### config.mk
export PLATFORM = sky130hd
export DESIGN_NAME = matmul_sequencer
export DESIGN_NICKNAME = d
export VERILOG_FILES = /design/src/rtl/matmul_pkg.sv /design/src/rtl/matmul_sequencer.sv
export SDC_FILE = /design/constraint.sdc
export NUM_CORES = 1
export LEC_CHECK = 0
export CAP_MARGIN = 20
export CORE_AREA = 4 4 47 49
export DETAILED_ROUTE_END_ITERATION = 8
export DIE_AREA = 0 0 51 53
export PLACE_DENSITY = 0.84
export SYNTH_ARGS = -nofsm -noshare
export SYNTH_HDL_FRONTEND = slang
export SYNTH_SLANG_ARGS = --single-unit
### constraint.sdc
create_clock -name clk_i -period 5.2 [get_ports clk_i]
set_input_delay 0.78 -clock clk_i [delete_from_list [all_inputs] [get_ports clk_i]]
set_output_delay 0.78 -clock clk_i [all_outputs]
set_load 0.01 [all_outputs]
### src/rtl/matmul_pkg.sv
// Shared constants and sequencer state type for the matmul sequencer,
// its register file and the bench.
package matmul_pkg;

  localparam int MAX_DIM   = 4;
  localparam int BUS_WIDTH = 32;
  localparam int DIM_W     = $clog2(MAX_DIM);

  typedef enum logic [2:0] {
    ST_IDLE  = 3'd0,
    ST_LOAD  = 3'd1,
    ST_FEED  = 3'd2,
    ST_DRAIN = 3'd3,
    ST_WRITE = 3'd4,
    ST_DONE  = 3'd5
  } seq_state_e;

endpackage

### src/rtl/matmul_sequencer.sv
// Sequences one C = A x B operation on the PE array: clear, feed K operand
// slices, wait for the systolic wavefront to drain, then write N rows of C.
module matmul_sequencer #(
  parameter int MAX_DIM = matmul_pkg::MAX_DIM,
  parameter int DIM_W   = $clog2(MAX_DIM)
) (
  input  logic             clk_i,
  input  logic             rst_i,
  input  logic             start_i,
  input  logic [DIM_W-1:0] dim_n_i,
  input  logic [DIM_W-1:0] dim_k_i,
  input  logic [DIM_W-1:0] dim_m_i,
  input  logic [1:0]       sp_target_i,
  output logic             opnd_rd_en_o,
  output logic [DIM_W-1:0] opnd_k_o,
  output logic             pe_clear_o,
  output logic             pe_valid_o,
  output logic             sp_wr_req_o,
  input  logic             sp_gnt_i,
  output logic [DIM_W-1:0] sp_row_o,
  output logic [1:0]       sp_target_o,
  output logic             busy_o,
  output logic             done_o
);
  import matmul_pkg::*;

  // One extra bit so the drain length N+M-1 never wraps.
  localparam int CNT_W = DIM_W + 1;
  localparam logic [CNT_W-1:0] CNT_ZERO = {CNT_W{1'b0}};
  localparam logic [CNT_W-1:0] CNT_ONE  = {{DIM_W{1'b0}}, 1'b1};

  seq_state_e       state_q, state_d;
  logic [CNT_W-1:0] cnt_q, cnt_d;
  logic [DIM_W-1:0] dim_n_q, dim_n_d;
  logic [DIM_W-1:0] dim_k_q, dim_k_d;
  logic [DIM_W-1:0] dim_m_q, dim_m_d;
  logic [1:0]       tgt_q, tgt_d;
  logic             busy_q;
  logic [CNT_W-1:0] k_last_s, n_last_s, drain_last_s;

  assign k_last_s     = {1'b0, dim_k_q};
  assign n_last_s     = {1'b0, dim_n_q};
  assign drain_last_s = n_last_s + {1'b0, dim_m_q};

  // State, shared counter, latched operation parameters and busy flag
  always_ff @(posedge clk_i) begin
    if (rst_i) begin
      state_q <= ST_IDLE;
      cnt_q   <= CNT_ZERO;
      dim_n_q <= {DIM_W{1'b0}};
      dim_k_q <= {DIM_W{1'b0}};
      dim_m_q <= {DIM_W{1'b0}};
      tgt_q   <= 2'd0;
      busy_q  <= 1'b0;
    end else begin
      state_q <= state_d;
      cnt_q   <= cnt_d;
      dim_n_q <= dim_n_d;
      dim_k_q <= dim_k_d;
      dim_m_q <= dim_m_d;
      tgt_q   <= tgt_d;
      busy_q  <= (state_d != ST_IDLE);
    end
  end

  // Next-state and counter sequencing
  always_comb begin
    state_d = state_q;
    cnt_d   = cnt_q;
    dim_n_d = dim_n_q;
    dim_k_d = dim_k_q;
    dim_m_d = dim_m_q;
    tgt_d   = tgt_q;
    case (state_q)
      ST_IDLE: begin
        if (start_i) begin
          dim_n_d = dim_n_i;
          dim_k_d = dim_k_i;
          dim_m_d = dim_m_i;
          tgt_d   = sp_target_i;
          state_d = ST_LOAD;
        end else begin
          state_d = ST_IDLE;
        end
      end
      ST_LOAD: begin
        cnt_d   = CNT_ZERO;
        state_d = ST_FEED;
      end
      ST_FEED: begin
        if (cnt_q == k_last_s) begin
          cnt_d   = CNT_ZERO;
          state_d = ST_DRAIN;
        end else begin
          cnt_d = cnt_q + CNT_ONE;
        end
      end
      ST_DRAIN: begin
        if (cnt_q == drain_last_s) begin
          cnt_d   = CNT_ZERO;
          state_d = ST_WRITE;
        end else begin
          cnt_d = cnt_q + CNT_ONE;
        end
      end
      ST_WRITE: begin
        // A row only retires when the scratchpad grants it.
        if (!sp_gnt_i) begin
          state_d = ST_WRITE;
        end else if (cnt_q == n_last_s) begin
          cnt_d   = CNT_ZERO;
          state_d = ST_DONE;
        end else begin
          cnt_d = cnt_q + CNT_ONE;
        end
      end
      ST_DONE: begin
        state_d = ST_IDLE;
      end
      default: begin
        cnt_d   = CNT_ZERO;
        state_d = ST_IDLE;
      end
    endcase
  end

  // Output decode from registered state and counter only
  always_comb begin
    opnd_rd_en_o = 1'b0;
    pe_valid_o   = 1'b0;
    opnd_k_o     = {DIM_W{1'b0}};
    pe_clear_o   = 1'b0;
    sp_wr_req_o  = 1'b0;
    sp_row_o     = {DIM_W{1'b0}};
    done_o       = 1'b0;
    case (state_q)
      ST_LOAD: pe_clear_o = 1'b1;
      ST_FEED: begin
        opnd_rd_en_o = 1'b1;
        pe_valid_o   = 1'b1;
        opnd_k_o     = cnt_q[DIM_W-1:0];
      end
      ST_WRITE: begin
        sp_wr_req_o = 1'b1;
        sp_row_o    = cnt_q[DIM_W-1:0];
      end
      ST_DONE: done_o = 1'b1;
      default: pe_clear_o = 1'b0;
    endcase
  end

  assign busy_o      = busy_q;
  assign sp_target_o = tgt_q;

endmodule

== Word-level counts from Yosys, hierarchy flattened ==
Cells that the tools add are included.

* Flip-flop bits (word level): 15
* Input bits: 12
* Logic and storage cells: 41

* Add/sub/neg operators: 2
* Eq/ne operators: 9
* Muxes and demuxes: 17
* Bitwise operators: 1
* Reductions and logical operators: 5

{| class="wikitable"
|+ Operator list
! cell !! number
|-
| $mux 3 || 8
|-
| $pmux 3 s5 || 1
|-
| $pmux 3 s4 || 1
|-
| $eq 3x2->1 || 2
|-
| $eq 3x2->1 const B || 2
|-
| $eq 3x3->1 const B || 2
|-
| $mux 1 || 5
|-
| $mux 2 || 2
|-
| $reduce_and 2->1 || 2
|-
| $add 2x2->3 || 1
|-
| $add 3x1->3 const B || 1
|-
| $eq 3x1->1 const B || 1
|-
| $eq 3x3->1 || 1
|-
| $logic_not 3->1 || 1
|-
| $reduce_bool 3->1 || 1
|-
| $ne 2x2->1 const B || 1
|-
| $reduce_or 2->1 || 1
|-
| $not 1->1 || 1
|}

== Longest topological paths before layout ==
* Word-level depth: 5
* Mapped depth: 7

== Least setup slack after synthesis ==
Ideal clock, no wire load.

* Path type: reg-to-output
* Start: register state_q[1]
* End: output port opnd_k_o[0]
* Arrival: 1.116 ns
* Setup slack: 3.304 ns
* Stages on the path, launching flop included: 4
* Buffers on the path: 0
* Path through: dfxtp_1 -> and2b_2 -> nor2b_1 -> and2_2

* Cells in the longest elaborated chain, start to end: 2

{| class="wikitable"
|+ Ends and longest elaborated chain
! element !! RTL line !! source
|-
| start, declared || matmul_sequencer.sv:32 || <nowiki>seq_state_e state_q, state_d;</nowiki>
|-
| start signal, assigned || matmul_sequencer.sv:56 || <nowiki>state_q <= state_d;</nowiki>
|-
| $eq 3x2->1 || matmul_sequencer.sv:136 || <nowiki>case (state_q)</nowiki>
|-
| $mux 2 || matmul_sequencer.sv:136 ||
|-
| end, declared || matmul_sequencer.sv:15 || <nowiki>output logic [DIM_W-1:0] opnd_k_o,</nowiki>
|}

No other way between the ends.

== Worst setup path after layout ==
* Start: register state_q[2]
* End: output port opnd_k_o[0]

The elaborated chain is that of the path after synthesis.

==> results_tabular.tex <==
\begin{tabular}{lr}
\hline
Metric & Value \\
\hline
\multicolumn{2}{l}{\textbf{Run status}} \\
\quad Run status & finished clean \\
\multicolumn{2}{l}{\textbf{CTS}} \\
\quad Clock network latency to the later pin of the worst-skew pair & 280 ps \\
\quad Clock sink count & 15 \\
\quad Quantity of gates resized following cts & 0 \\
\quad Register clock-pin slew on the reported worst setup and hold paths & 90 ps \\
\quad TritonCTS clock tree & yes \\
\quad \# H-tree levels & 1 \\
\quad Max Root-Sink Buffers & 2 \\
\quad Buffers inserted by post-CTS timing repair & 0 \\
\quad Number of buffers inserted by hold repair at cts & 0 \\
\quad Total CTS buffers & 3 \\
\quad Clk root buf & sky130\_fd\_sc\_hd\_\_clkbuf\_4 \\
\multicolumn{2}{l}{\textbf{Timing}} \\
\quad Worst-case headroom to the max-slew limit & 0.6234 \\
\quad Final hold violations & 0 \\
\quad Clock period minus final worst setup slack & 2743 ps \\
\quad Final count of pins violating max slew & 0 \\
\quad Number of endpoints failing setup at the final stage & 0 \\
\quad Sum Neg Setup Slack & 0 ps \\
\quad Setup repair after global routing missed its margin & no \\
\quad Final clock period utilization by the worst path & 0.5274 \\
\quad Worst Max-Slew Pin Slew & 563.1 ps \\
\quad Highest Clock Rate & 0.3646 GHz \\
\quad Clk\_skew & 1.428 ps \\
\multicolumn{2}{l}{\textbf{Placement}} \\
\quad Dpl hpwl & 1.316 mm \\
\quad Count of input and output buffers & 23 \\
\quad Number of placed instances with taps included & 144 \\
\quad Gp weighted congestion & 0.9143 \\
\multicolumn{2}{l}{\textbf{Critical path}} \\
\quad Arrival time at the worst endpoint & 1960 ps \\
\quad Highest fanout seen on the critical path & 14 \\
\quad Crit Reg-Reg Endpoint & cnt\_q[0] \\
\quad Reg-to-reg critical path startpoint & dim\_n\_q[0] \\
\quad Crit Path Class & register to output pin \\
\quad Register-to-Register Setup Slack & 3220 ps \\
\quad Crit end category & output pin \\
\quad Data required time at the worst endpoint & 4420 ps \\
\quad Worst setup SP type & register \\
\quad Number of cells traversed by the worst register-to-register path & 7 \\
\multicolumn{2}{l}{\textbf{Synthesis}} \\
\quad Multiplexer area fraction after synthesis & 0.01175 \\
\quad Share of the yosys chip area belonging to registers & 0.3524 \\
\quad Post-synthesis net count & 116 \\
\quad Warning count from the yosys run & 0 \\
\quad Avg Synthesized Cell Area & 8.436 um2 \\
\quad Area of the mapped netlist & 852.1 um2 \\
\quad Area fraction in and, or, nand and nor cells after synthesis & 0.2819 \\
\quad Share of the synthesized area in compound gates (AO/OA/AOI/OAI) & 0.1307 \\
\quad \#FFs+latches synth & 15 \\
\quad Largest family of logic cells by synthesized area & simple AND/OR/NAND/NOR gates \\
\quad Xor/xnor cell area share of the yosys netlist & 0.09251 \\
\quad Post-synthesis adder-cell area fraction & 0.05286 \\
\quad Number of cells produced by synthesis & 101 \\
\quad Distinct cells, synth & 36 \\
\multicolumn{2}{l}{\textbf{Final layout}} \\
\quad Antenna fix cells & 0 \\
\quad Non-filler instance count after layout & 148 \\
\quad Area added between synthesis and finish & 28.49\% \\
\quad Fraction of final layout cells sized beyond drive strength 1 & 0.08264 \\
\quad Total Nets Final & 137 \\
\quad Share of the core filled with cells & 0.5880 \\
\multicolumn{2}{l}{\textbf{Floorplan}} \\
\quad Horiz. Die Dim & 51 um \\
\quad Die Outline Area & 2703 um2 \\
\quad Rows & 16 \\
\quad Initial standard-cell utilization of the core & 0.4577 \\
\quad I/O pin count & 24 \\
\quad Die H & 53 um \\
\quad Core outline area & 1862 um2 \\
\multicolumn{2}{l}{\textbf{Global route}} \\
\quad Largest net degree at the start of global routing & 17 \\
\quad Overall fraction of global-route tracks in use & 0.1378 \\
\quad Most crowded layer after global routing & met2 \\
\quad First-pass GRT wire length & 2.815 mm \\
\quad Met3 Track Usage GR & 0.04225 \\
\quad Initial antenna violation count & 0 \\
\quad Final global-route overflow total & 0 \\
\quad Number of global-route vias before repair & 637 \\
\quad Met2 usage & 0.2124 \\
\quad Met1 demand-to-capacity share in global routing & 0.1784 \\
\multicolumn{2}{l}{\textbf{Pwr}} \\
\quad Power per standard cell area & 329.4 nW/um2 \\
\quad Leakage power total & 0.4547 nW \\
\quad Peak ir drop on the vdd network & 0.0001547 V \\
\multicolumn{2}{l}{\textbf{Routing}} \\
\quad Vias after detailed routing & 721 \\
\quad Vias per inst & 4.872 \\
\quad Final routed wirelength across all metal layers & 1.700 mm \\
\quad Routed wire per std cell & 11.49 um \\
\quad First DRT Iteration DRCs & 8 \\
\quad Drt drc & 0 \\
\quad First-pass detailed-route iteration total & 4 \\
\quad Residual antenna-violating net count after detailed routing & 0 \\
\multicolumn{2}{l}{\textbf{Worst hold path}} \\
\quad Class of the tightest hold or removal check & register to register \\
\quad Hold EP & dim\_m\_q[1] \\
\quad Instance count along the most critical hold path & 2 \\
\quad Source of the worst hold timing path & dim\_m\_q[1] \\
\multicolumn{2}{l}{\textbf{Flow run}} \\
\quad Max-cap violations & 0 \\
\hline
\end{tabular}
[cell families after synthesis]
kind of cell / after synthesis
AO/OA/AOI/OAI: 17
multiplexers: 1
AND/OR/NAND/NOR: 44
flip-flops: 15
buffers and inverters: 12
adder cells (fa/ha/maj): 3
XOR/XNOR: 9
[sequential cells by signal, indices dropped and copies added (netlist names)]
name	flops
dim_n_q	2
busy_o	1
cnt_q	3
state_q	3
dim_k_q	2
sp_target_o	2
dim_m_q	2
[worst max-delay path, cell delays in order (launching register included)]
cell and delay (ps):
sky130_fd_sc_hd__dfxtp_1 550, sky130_fd_sc_hd__and2b_2 300, sky130_fd_sc_hd__nor2b_1 160, sky130_fd_sc_hd__and2_2 200, sky130_fd_sc_hd__clkdlybuf4s50_1 470
[Yosys cell counts]
cell | count | area, um2
sky130_fd_sc_hd__nand2_1 | 20 | 75.07
sky130_fd_sc_hd__dfxtp_1 | 15 | 300.3
sky130_fd_sc_hd__a21oi_1 | 9 | 45.04
sky130_fd_sc_hd__xor2_1 | 8 | 70.07
sky130_fd_sc_hd__nor3_1 | 6 | 30.03
sky130_fd_sc_hd__inv_1 | 5 | 18.77
sky130_fd_sc_hd__and2_1 | 2 | 12.51
sky130_fd_sc_hd__and2b_2 | 2 | 17.52
sky130_fd_sc_hd__and3b_1 | 2 | 17.52
sky130_fd_sc_hd__buf_6 | 2 | 22.52
sky130_fd_sc_hd__clkbuf_1 | 2 | 7.510
sky130_fd_sc_hd__ha_1 | 2 | 25.02
sky130_fd_sc_hd__nor2b_1 | 2 | 12.51
sky130_fd_sc_hd__o21ai_0 | 2 | 10.01
sky130_fd_sc_hd__a2111oi_0 | 1 | 8.760
sky130_fd_sc_hd__a211oi_1 | 1 | 7.510
sky130_fd_sc_hd__a311oi_2 | 1 | 15.01
sky130_fd_sc_hd__and2_2 | 1 | 7.510
sky130_fd_sc_hd__and3_1 | 1 | 6.260
sky130_fd_sc_hd__and3_2 | 1 | 7.510
sky130_fd_sc_hd__and4_1 | 1 | 8.760
sky130_fd_sc_hd__buf_2 | 1 | 5.000
sky130_fd_sc_hd__buf_4 | 1 | 7.510
sky130_fd_sc_hd__clkbuf_2 | 1 | 5.000
sky130_fd_sc_hd__fa_1 | 1 | 20.02
sky130_fd_sc_hd__mux2i_1 | 1 | 10.01
sky130_fd_sc_hd__nand4_1 | 1 | 6.260
sky130_fd_sc_hd__nor2_1 | 1 | 3.750
sky130_fd_sc_hd__nor3_2 | 1 | 10.01
sky130_fd_sc_hd__nor3b_1 | 1 | 7.510
sky130_fd_sc_hd__nor4_1 | 1 | 6.260
sky130_fd_sc_hd__o211ai_1 | 1 | 7.510
sky130_fd_sc_hd__o311a_1 | 1 | 10.01
sky130_fd_sc_hd__o31ai_1 | 1 | 7.510
sky130_fd_sc_hd__or4_4 | 1 | 11.26
sky130_fd_sc_hd__xnor2_1 | 1 | 8.760
[metrics by stage]
stage	area, um2	setup slack [ps]	hold slack [ps]	total power, mW
after floorplan	852.1	3304	436.3	0.2627
after global placement	1069	2808	444.2	0.2939
after detailed placement	1069	2756	448.9	0.2982
after CTS	1095	2440	461.8	0.3654
after global routing	1095	2313	487.0	0.3913
final	1095	2457	458.9	0.3607
[placed cells by master (no fill, tap or decap), drive strengths merged, types with 2 or more instances in the layout]
| cell type | count |
|---|---|
| clkbuf | 4 |
| o21ai | 2 |
| a21oi | 9 |
| clkdlybuf4s50 | 23 |
| nor2b | 2 |
| dfxtp | 15 |
| and2 | 3 |
| nand2 | 20 |
| ha | 2 |
| and3 | 2 |
| xor2 | 8 |
| inv | 5 |
| nor3 | 7 |
| and3b | 2 |
| and2b | 2 |
[routing by layer]
layer / routed length, um / up-vias
met5: 0 / -
met4: 0 / 0
met3: 124 / 0
met2: 786 / 22
met1: 789 / 317
li1: - / 382
[worst max path at each step]
stage,startpoint,end,slack (ps),cells after the start
global route,state_q[2],opnd_k_o[1],2310,4
global placement,state_q[2],opnd_k_o[0],2810,4
finish,state_q[2],opnd_k_o[0],2460,4
CTS,state_q[2],opnd_k_o[0],2440,4
floorplan,state_q[1],opnd_k_o[0],3300,3
detailed placement,state_q[2],opnd_k_o[0],2760,4
[layout make-up]
type	count	area, um2
inverter	5	18.77
tap	27	33.78
fill	178	767.0
timing repair buffer	23	230.2
sequential	15	300.3
clock buffer	4	26.28
multi-input combinational	74	485.5
[power by group]
part	switching (mW)	internal, mW	leakage [nW]
Clock	0.0363	0.0297	0.0150
Sequential	0.0237	0.132	0.123
Combinational	0.0677	0.0715	0.317
Power figures use the tool's default switching activity.
